File: src/rtl/regfile_wb_arbiter_if.sv
// Writeback request bus and register-file write port shared by the
// requesters and the writeback arbiter.
interface regfile_wb_arbiter_if #(
  parameter int NUM_REQ = 3,
  parameter int ADDR_W  = 5,
  parameter int DATA_W  = 64,
  parameter int MASK_W  = 8
);
  logic                        WB_EN;
  logic [NUM_REQ-1:0]          REQ_VALID;
  logic [NUM_REQ-1:0]          REQ_READY;
  logic [NUM_REQ*ADDR_W-1:0]   REQ_ADDR;
  logic [NUM_REQ*DATA_W-1:0]   REQ_DATA;
  logic [NUM_REQ*MASK_W-1:0]   REQ_MASK;
  logic                        RegWrite;
  logic [ADDR_W-1:0]           W_ADDR;
  logic [DATA_W-1:0]           W_DATA;
  logic [MASK_W-1:0]           W_MASK;
  logic [31:0]                 PEND_VEC;
  logic [2:0]                  GNT_ID;

  modport master (
    output WB_EN, REQ_VALID, REQ_ADDR, REQ_DATA, REQ_MASK,
    input  REQ_READY, RegWrite, W_ADDR, W_DATA, W_MASK, PEND_VEC, GNT_ID
  );

  modport slave (
    input  WB_EN, REQ_VALID, REQ_ADDR, REQ_DATA, REQ_MASK,
    output REQ_READY, RegWrite, W_ADDR, W_DATA, W_MASK, PEND_VEC, GNT_ID
  );
endinterface

File: src/rtl/regfile_wb_arbiter.sv
// Round-robin arbiter sharing the register-file write port between
// NUM_REQ writeback sources, with a one-cycle registered write stage.
module regfile_wb_arbiter #(
  parameter int NUM_REQ = 3,
  parameter int ADDR_W  = 5,
  parameter int DATA_W  = 64,
  parameter int MASK_W  = 8
) (
  input logic                CLK,
  input logic                RST,
  regfile_wb_arbiter_if.slave bus
);
  localparam int IDX_W = 3;

  logic [IDX_W-1:0]   ptr_p1;
  logic               found_p0;
  logic [IDX_W-1:0]   gnt_p0;
  logic               vld_p0;
  logic [NUM_REQ-1:0] rdy_p0;
  logic [ADDR_W-1:0]  addr_p0;
  logic [DATA_W-1:0]  data_p0;
  logic [MASK_W-1:0]  mask_p0;

  logic               vld_p1;
  logic [ADDR_W-1:0]  addr_p1;
  logic [DATA_W-1:0]  data_p1;
  logic [MASK_W-1:0]  mask_p1;
  logic [IDX_W-1:0]   gnt_p1;

  // Stage p0: search from the pointer upward first, then wrap to the low indices.
  always_comb begin
    found_p0 = 1'b0;
    gnt_p0   = '0;
    for (int i = 0; i < NUM_REQ; i++) begin
      if (!found_p0 && bus.REQ_VALID[i] && (IDX_W'(i) >= ptr_p1)) begin
        found_p0 = 1'b1;
        gnt_p0   = IDX_W'(i);
      end
    end
    for (int i = 0; i < NUM_REQ; i++) begin
      if (!found_p0 && bus.REQ_VALID[i] && (IDX_W'(i) < ptr_p1)) begin
        found_p0 = 1'b1;
        gnt_p0   = IDX_W'(i);
      end
    end
  end

  assign vld_p0 = found_p0 & bus.WB_EN & ~RST;

  always_comb begin
    rdy_p0  = '0;
    addr_p0 = '0;
    data_p0 = '0;
    mask_p0 = '0;
    for (int i = 0; i < NUM_REQ; i++) begin
      rdy_p0[i] = vld_p0 && (gnt_p0 == IDX_W'(i));
      if (gnt_p0 == IDX_W'(i)) begin
        addr_p0 = bus.REQ_ADDR[ADDR_W*i +: ADDR_W];
        data_p0 = bus.REQ_DATA[DATA_W*i +: DATA_W];
        mask_p0 = bus.REQ_MASK[MASK_W*i +: MASK_W];
      end
    end
  end

  assign bus.REQ_READY = rdy_p0;

  // Stage p1: registered write port; address 0 is accepted but never written.
  always_ff @(posedge CLK or posedge RST) begin
    if (RST) begin
      ptr_p1  <= '0;
      vld_p1  <= 1'b0;
      addr_p1 <= '0;
      data_p1 <= '0;
      mask_p1 <= '0;
      gnt_p1  <= '0;
    end else if (vld_p0) begin
      ptr_p1  <= (gnt_p0 == IDX_W'(NUM_REQ-1)) ? '0 : gnt_p0 + 1'b1;
      vld_p1  <= (addr_p0 != '0);
      addr_p1 <= addr_p0;
      data_p1 <= data_p0;
      mask_p1 <= mask_p0;
      gnt_p1  <= gnt_p0;
    end else begin
      vld_p1  <= 1'b0;
    end
  end

  assign bus.RegWrite = vld_p1;
  assign bus.W_ADDR   = addr_p1;
  assign bus.W_DATA   = data_p1;
  assign bus.W_MASK   = mask_p1;
  assign bus.GNT_ID   = gnt_p1;
  assign bus.PEND_VEC = vld_p1 ? (32'd1 << addr_p1) : 32'd0;
endmodule

File: src/flat_wrapper.sv
// flat-port wrapper written by rule: the top's interface ports become plain ports
module regfile_wb_arbiter_flat 
#(
  parameter int NUM_REQ = 3,
  parameter int ADDR_W  = 5,
  parameter int DATA_W  = 64,
  parameter int MASK_W  = 8
)
  (CLK, RST, bus_WB_EN, bus_REQ_VALID, bus_REQ_ADDR, bus_REQ_DATA, bus_REQ_MASK, bus_REQ_READY, bus_RegWrite, bus_W_ADDR, bus_W_DATA, bus_W_MASK, bus_PEND_VEC, bus_GNT_ID);
  regfile_wb_arbiter_if #(.NUM_REQ(NUM_REQ), .ADDR_W(ADDR_W), .DATA_W(DATA_W), .MASK_W(MASK_W)) bus_i ();
  input logic CLK;
  input logic RST;
  input wire logic [$bits(bus_i.WB_EN)-1:0] bus_WB_EN;
  input wire logic [$bits(bus_i.REQ_VALID)-1:0] bus_REQ_VALID;
  input wire logic [$bits(bus_i.REQ_ADDR)-1:0] bus_REQ_ADDR;
  input wire logic [$bits(bus_i.REQ_DATA)-1:0] bus_REQ_DATA;
  input wire logic [$bits(bus_i.REQ_MASK)-1:0] bus_REQ_MASK;
  output wire logic [$bits(bus_i.REQ_READY)-1:0] bus_REQ_READY;
  output wire logic [$bits(bus_i.RegWrite)-1:0] bus_RegWrite;
  output wire logic [$bits(bus_i.W_ADDR)-1:0] bus_W_ADDR;
  output wire logic [$bits(bus_i.W_DATA)-1:0] bus_W_DATA;
  output wire logic [$bits(bus_i.W_MASK)-1:0] bus_W_MASK;
  output wire logic [$bits(bus_i.PEND_VEC)-1:0] bus_PEND_VEC;
  output wire logic [$bits(bus_i.GNT_ID)-1:0] bus_GNT_ID;
  assign bus_i.WB_EN = bus_WB_EN;
  assign bus_i.REQ_VALID = bus_REQ_VALID;
  assign bus_i.REQ_ADDR = bus_REQ_ADDR;
  assign bus_i.REQ_DATA = bus_REQ_DATA;
  assign bus_i.REQ_MASK = bus_REQ_MASK;
  assign bus_REQ_READY = bus_i.REQ_READY;
  assign bus_RegWrite = bus_i.RegWrite;
  assign bus_W_ADDR = bus_i.W_ADDR;
  assign bus_W_DATA = bus_i.W_DATA;
  assign bus_W_MASK = bus_i.W_MASK;
  assign bus_PEND_VEC = bus_i.PEND_VEC;
  assign bus_GNT_ID = bus_i.GNT_ID;
  regfile_wb_arbiter #(.NUM_REQ(NUM_REQ), .ADDR_W(ADDR_W), .DATA_W(DATA_W), .MASK_W(MASK_W)) u_core (.CLK(CLK), .RST(RST), .bus(bus_i));
endmodule
File: config.mk
export PLATFORM = sky130hd
export DESIGN_NAME = regfile_wb_arbiter_flat
export DESIGN_NICKNAME = d
export VERILOG_FILES = /design/src/rtl/regfile_wb_arbiter_if.sv /design/src/rtl/regfile_wb_arbiter.sv /design/src/flat_wrapper.sv
export SDC_FILE = /design/constraint.sdc
export NUM_CORES = 1
export LEC_CHECK = 0
export CORE_AREA = 2 2 137 139
export DETAILED_ROUTE_END_ITERATION = 10
export DIE_AREA = 0 0 139 141
export PLACE_DENSITY = 0.69
export SLEW_MARGIN = 20
export SYNTH_ARGS = -nofsm -noshare
export SYNTH_HDL_FRONTEND = slang
export SYNTH_SLANG_ARGS = --single-unit
File: constraint.sdc
create_clock -name CLK -period 3.3 [get_ports CLK]
set_input_delay 0.33 -clock CLK [delete_from_list [all_inputs] [get_ports CLK]]
set_output_delay 0.33 -clock CLK [all_outputs]
set_load 0.02 [all_outputs]
# Word level (Yosys, flattened, before mapping)
# Cells that the tools add are included.
# totals
reg_bits,84
out_inout_bits,116
# classes
n_addsub,1
order_cmp,6
n_eq_ne,2
n_shift,1
mux,23
bitwise_logic,3
reduce_logical,21
# op_table
cell,n
two-way mux 64 bit,3
two-way mux 32 bit,1
"left shift 1 x 5 -> 32 bit, first input constant",1
two-way mux 8 bit,3
two-way mux 5 bit,3
logical AND 1 bit,14
two-way mux 1 bit,8
two-way mux 2 bit,4
"greater-or-equal comparator 1 x 3 -> 1 bit, first input constant",2
"less-than comparator 1 x 3 -> 1 bit, first input constant",2
logical NOT 1 bit,5
nonzero test 5 bit,1
"adder 2 x 1 -> 3 bit, second input constant",1
"greater-or-equal comparator 2 x 3 -> 1 bit, first input constant",1
logical NOT 3 bit,1
"less-than comparator 2 x 3 -> 1 bit, first input constant",1
two-way mux 3 bit,1
bitwise AND 1 bit,2
"== test 2 x 1 -> 1 bit, second input constant",1
"== test 2 bit, second input constant",1
NOT 1 bit,1

# Depth between registers and ports, before layout
# depth
word_depth,29
depth_mapped,8
mapped_depth_nobuf,5

# Worst setup path before layout
# No wires, ideal clock.
# synth_path
kind,in2out
start,input RST
end,output bus_REQ_READY[1]
t_arrival_ns,3.184
slack_ns,-0.214
stages,4
n_path_buf,1
path_cell_list,inv_1 -> o311ai_4 -> buf_2 -> nor2_1
# synth_via
elab_chain_cells,3
# synth_lines
item,line_no,source
start: declaration,flat_wrapper.sv:12,input logic RST;
NOT 1 bit,regfile_wb_arbiter.sv:48,assign vld_p0 = found_p0 & bus.WB_EN & ~RST;
bitwise AND 1 bit,regfile_wb_arbiter.sv:48,
logical AND 1 bit,regfile_wb_arbiter.sv:56,rdy_p0[i] = vld_p0 && (gnt_p0 == IDX_W'(i));
end: declaration,flat_wrapper.sv:18,output wire logic [$bits(bus_i.REQ_READY)-1:0] bus_REQ_READY;
# Every way passes these cells.

# Worst setup path after layout
# layout_path
start,"register u_core.addr_p1[2], in the netlist u_core.bus.W_ADDR[2]"
end,output bus_PEND_VEC[12]
# layout_via
elab_chain_cells,2
# layout_lines
item,line_no,source
start: declaration,regfile_wb_arbiter.sv:25,logic [ADDR_W-1:0] addr_p1;
start signal: assignment,regfile_wb_arbiter.sv:79,addr_p1 <= addr_p0;
left shift 1 x 5 -> 32 bit,regfile_wb_arbiter.sv:93,assign bus.PEND_VEC = vld_p1 ? (32'd1 << addr_p1) : 32'd0;
two-way mux 32 bit,regfile_wb_arbiter.sv:93,
end: declaration,flat_wrapper.sv:23,output wire logic [$bits(bus_i.PEND_VEC)-1:0] bus_PEND_VEC;
# Every way passes these cells.

==> results.toml <==
[critical_path]
cp_cell_sequence = "nand2_1 -> or2_2 -> nor3_1 -> clkdlybuf4s50_1"
crit_required_ns = 2.97
critPathKind = "reg2out"
crit_arrival_ns = 2.36
r2r-start = "u_core.ptr_p1[1]$_DFFE_PP0P_"
crit_path_max_incr_delay_ns = 0.64
ff2ff_path_depth = 5
slowest_stage = "dfrtp_1"
cp-startpoint = "u_core.bus.W_ADDR[2]$_DFFE_PP0P_"
start_kind = "flip-flop"
cp_max_fo = 14
cp-end-kind = "primary output"

[cells_and_area]
final_common_cell = "clkdlybuf4s50_1"
fillerInstances = 1774
layout-drive-gt1-share = 0.115
most-common-layout-cells = "clkdlybuf4s50_1, dfrtp_1, nand2_1"
area_delta_synth_final_pct = 77.0
fin_area_mm2 = 0.00904
nets = 1106
diodes = 0

[power_and_ir_drop]
totalPowerFinal_mw = 4.26
power.density_mw_per_mm2 = 471
vdd_ir_drop_max_v = 0.000240
p_leak_nw = 3.64

[yosys]
synthArstFlopShare = 1.00
synth-seq-cells = 83
avgSynthCellArea_um2 = 9.28
synthFlopType = "dfrtp_1"
synth_edf_count = 0
netlist_area_mm2 = 0.00510
yosysWarnings = 0
ys_seq_area_frac = 0.407
ys_types = 46
netlist_instances = 550
mappedNetlistNets = 787

[global_routing]
grt_max_degree = 83
grt_pass1_vias = 5704
overflow = 0
grt_pass1_wl_um = 31800
grtUsageTotal = 0.204
antenna_found_initial = 0

[sta]
finalWorstSetupSlack_ns = 0.610
fin_skew_ns = 0.00993
finalSetupViolations = 0
tns_ns = 0
rsz0062_at_grt = "no"
period_needed_ns = 2.69
fin_hold_ws_ns = 0.472
relSlewSlack = 0.394
max_freq_mhz = 372
post-route-period-util = 0.815
worst_slew_pin_slew_ns = 0.910
slew_viol_final = 0
finalHoldViolCount = 0

[routing]
viasPerCell = 5.04
vias = 5575
drt-total-wl_um = 20400
drtAntennaViolNets = 0
drt-wirelength-per-cell_um = 18.4
drc = 0
dr.pass1.iters = 8
drtIter0Drc = 360

[placement]
post_dp_cell_area_mm2 = 0.00875
pre_cts_slack_ns = 0.569
dp_hpwl_um = 15300
place.gp.congestion = 0.876
port_buffers = 351

[floorplanning]
ios = 353
die_x_um = 139
die_h_um = 141
die_area_mm2 = 0.0196
start_util = 0.279
core_area_mm2 = 0.0183
rows = 50

[clock_tree]
clkTransAtPathRegs_ns = 0.06
ctsResizeCount = 0
numCtsBuffers = 9
cts.htree.levels = 3
cts-root-buf = "clkbuf_16"
cts_buffer_depth = 2
clk_latency_ns = 0.34
cts_setup_buffers = 0
ctsHoldBuffers = 0
cts_tree = "done"
cts_sinks = 83

[min_path]
min_path_cells = 2
hold_path.class = "reg2reg"
hold_start = "u_core.bus.W_DATA[62]$_DFFE_PP0P_"

[flow_run]
drv_cap = 0

[run_status]
outcome = "completed"
-- sequential cells by signal (all words and copies together), names as in the netlist --
signal	cells
u_core.bus.W_DATA	64
u_core.bus.W_MASK	8
u_core.bus.W_ADDR	5
u_core.ptr_p1	3
u_core.bus.GNT_ID	2
u_core.bus.RegWrite	1
-- path summary, 6_finish.rpt --
| path | endpoint | slack [ns] |
|---|---|---|
| hold reg to reg | u_core.bus.W_DATA[62]$_DFFE_PP0P_ | 0.47 |
| setup reg to reg | u_core.bus.W_MASK[0]$_DFFE_PP0P_ | 1.10 |
| setup / recovery | bus_PEND_VEC[12] | 0.61 |
| hold / removal | u_core.bus.W_DATA[62]$_DFFE_PP0P_ | 0.47 |
| max in group asynchronous | u_core.bus.W_DATA[5]$_DFFE_PP0P_ | 1.68 |
| min in group asynchronous | u_core.bus.GNT_ID[0]$_DFFE_PP0P_ | 0.56 |
-- cell families after synthesis --
logic type | count (synthesis) | synth area share
DFF | 83 | 0.407
AOI/OAI and AO/OA | 176 | 0.318
buffers and inverters | 59 | 0.0657
and+or+nand+nor | 231 | 0.209
other | 1 | 0.000735
-- worst max-delay path: cells and delay by family, from the launching register on --
| family | cells | cell delay, ns |
|---|---|---|
| AND/OR/NAND/NOR | 3 | 0.76 |
| flip-flops | 1 | 0.64 |
| buffers and inverters | 1 | 0.63 |
-- metal layers --
| layer | share of wire | wire (um) | vias up | global-route usage |
|---|---|---|---|---|
| li1 | - | - | 2674 | - |
| met1 | 0.40 | 8170 | 2638 | 0.246 |
| met2 | 0.51 | 10400 | 234 | 0.361 |
| met3 | 0.066 | 1340 | 29 | 0.0431 |
| met4 | 0.022 | 459 | 0 | 0.0707 |
| met5 | 0 | 0 | - | 0 |
-- stage by stage --
step           instances   util
2_1_floorplan        550      -
3_3_place_gp        1092  0.479
3_5_place_dp        1092  0.479
4_1_cts             1107  0.495
5_1_grt             1107  0.495
6_report            1107  0.495
-- cells in the mapped netlist (3+ instances only) --
cell type | n | area share
a211oi_1 | 16 | 0.024
a211oi_2 | 30 | 0.074
a21o_1 | 4 | 0.0059
a222oi_1 | 30 | 0.059
a31o_2 | 3 | 0.0051
and3_1 | 44 | 0.054
buf_2 | 15 | 0.015
buf_4 | 5 | 0.0074
buf_6 | 7 | 0.015
clkbuf_1 | 25 | 0.018
dfrtp_1 | 83 | 0.41
nand2_1 | 81 | 0.060
nand2b_1 | 9 | 0.011
nor2_1 | 75 | 0.055
nor3_1 | 8 | 0.0078
o21ai_1 | 33 | 0.032
o22ai_1 | 3 | 0.0037
o31ai_1 | 19 | 0.028
o31ai_2 | 26 | 0.064
-- power breakdown --
part | leakage, nW | internal, mW | switching [mW]
sequential | 1.04 | 1.23 | 0.161
clock | 0.134 | 0.580 | 0.417
combinational | 2.47 | 0.935 | 0.936
-- area by class of cell --
type                       instances  area, um^2  share of cell area
clock buffer                      10         229              0.0253
clock inverter                     5        55.1             0.00609
inverter                           2        11.3             0.00125
multi-input combinational        408        2730               0.302
sequential                        83        2080               0.230
tap                              234         293              0.0324
timing repair buffer             365        3640               0.403
No activity file was read; power rests on OpenSTA's default activity.
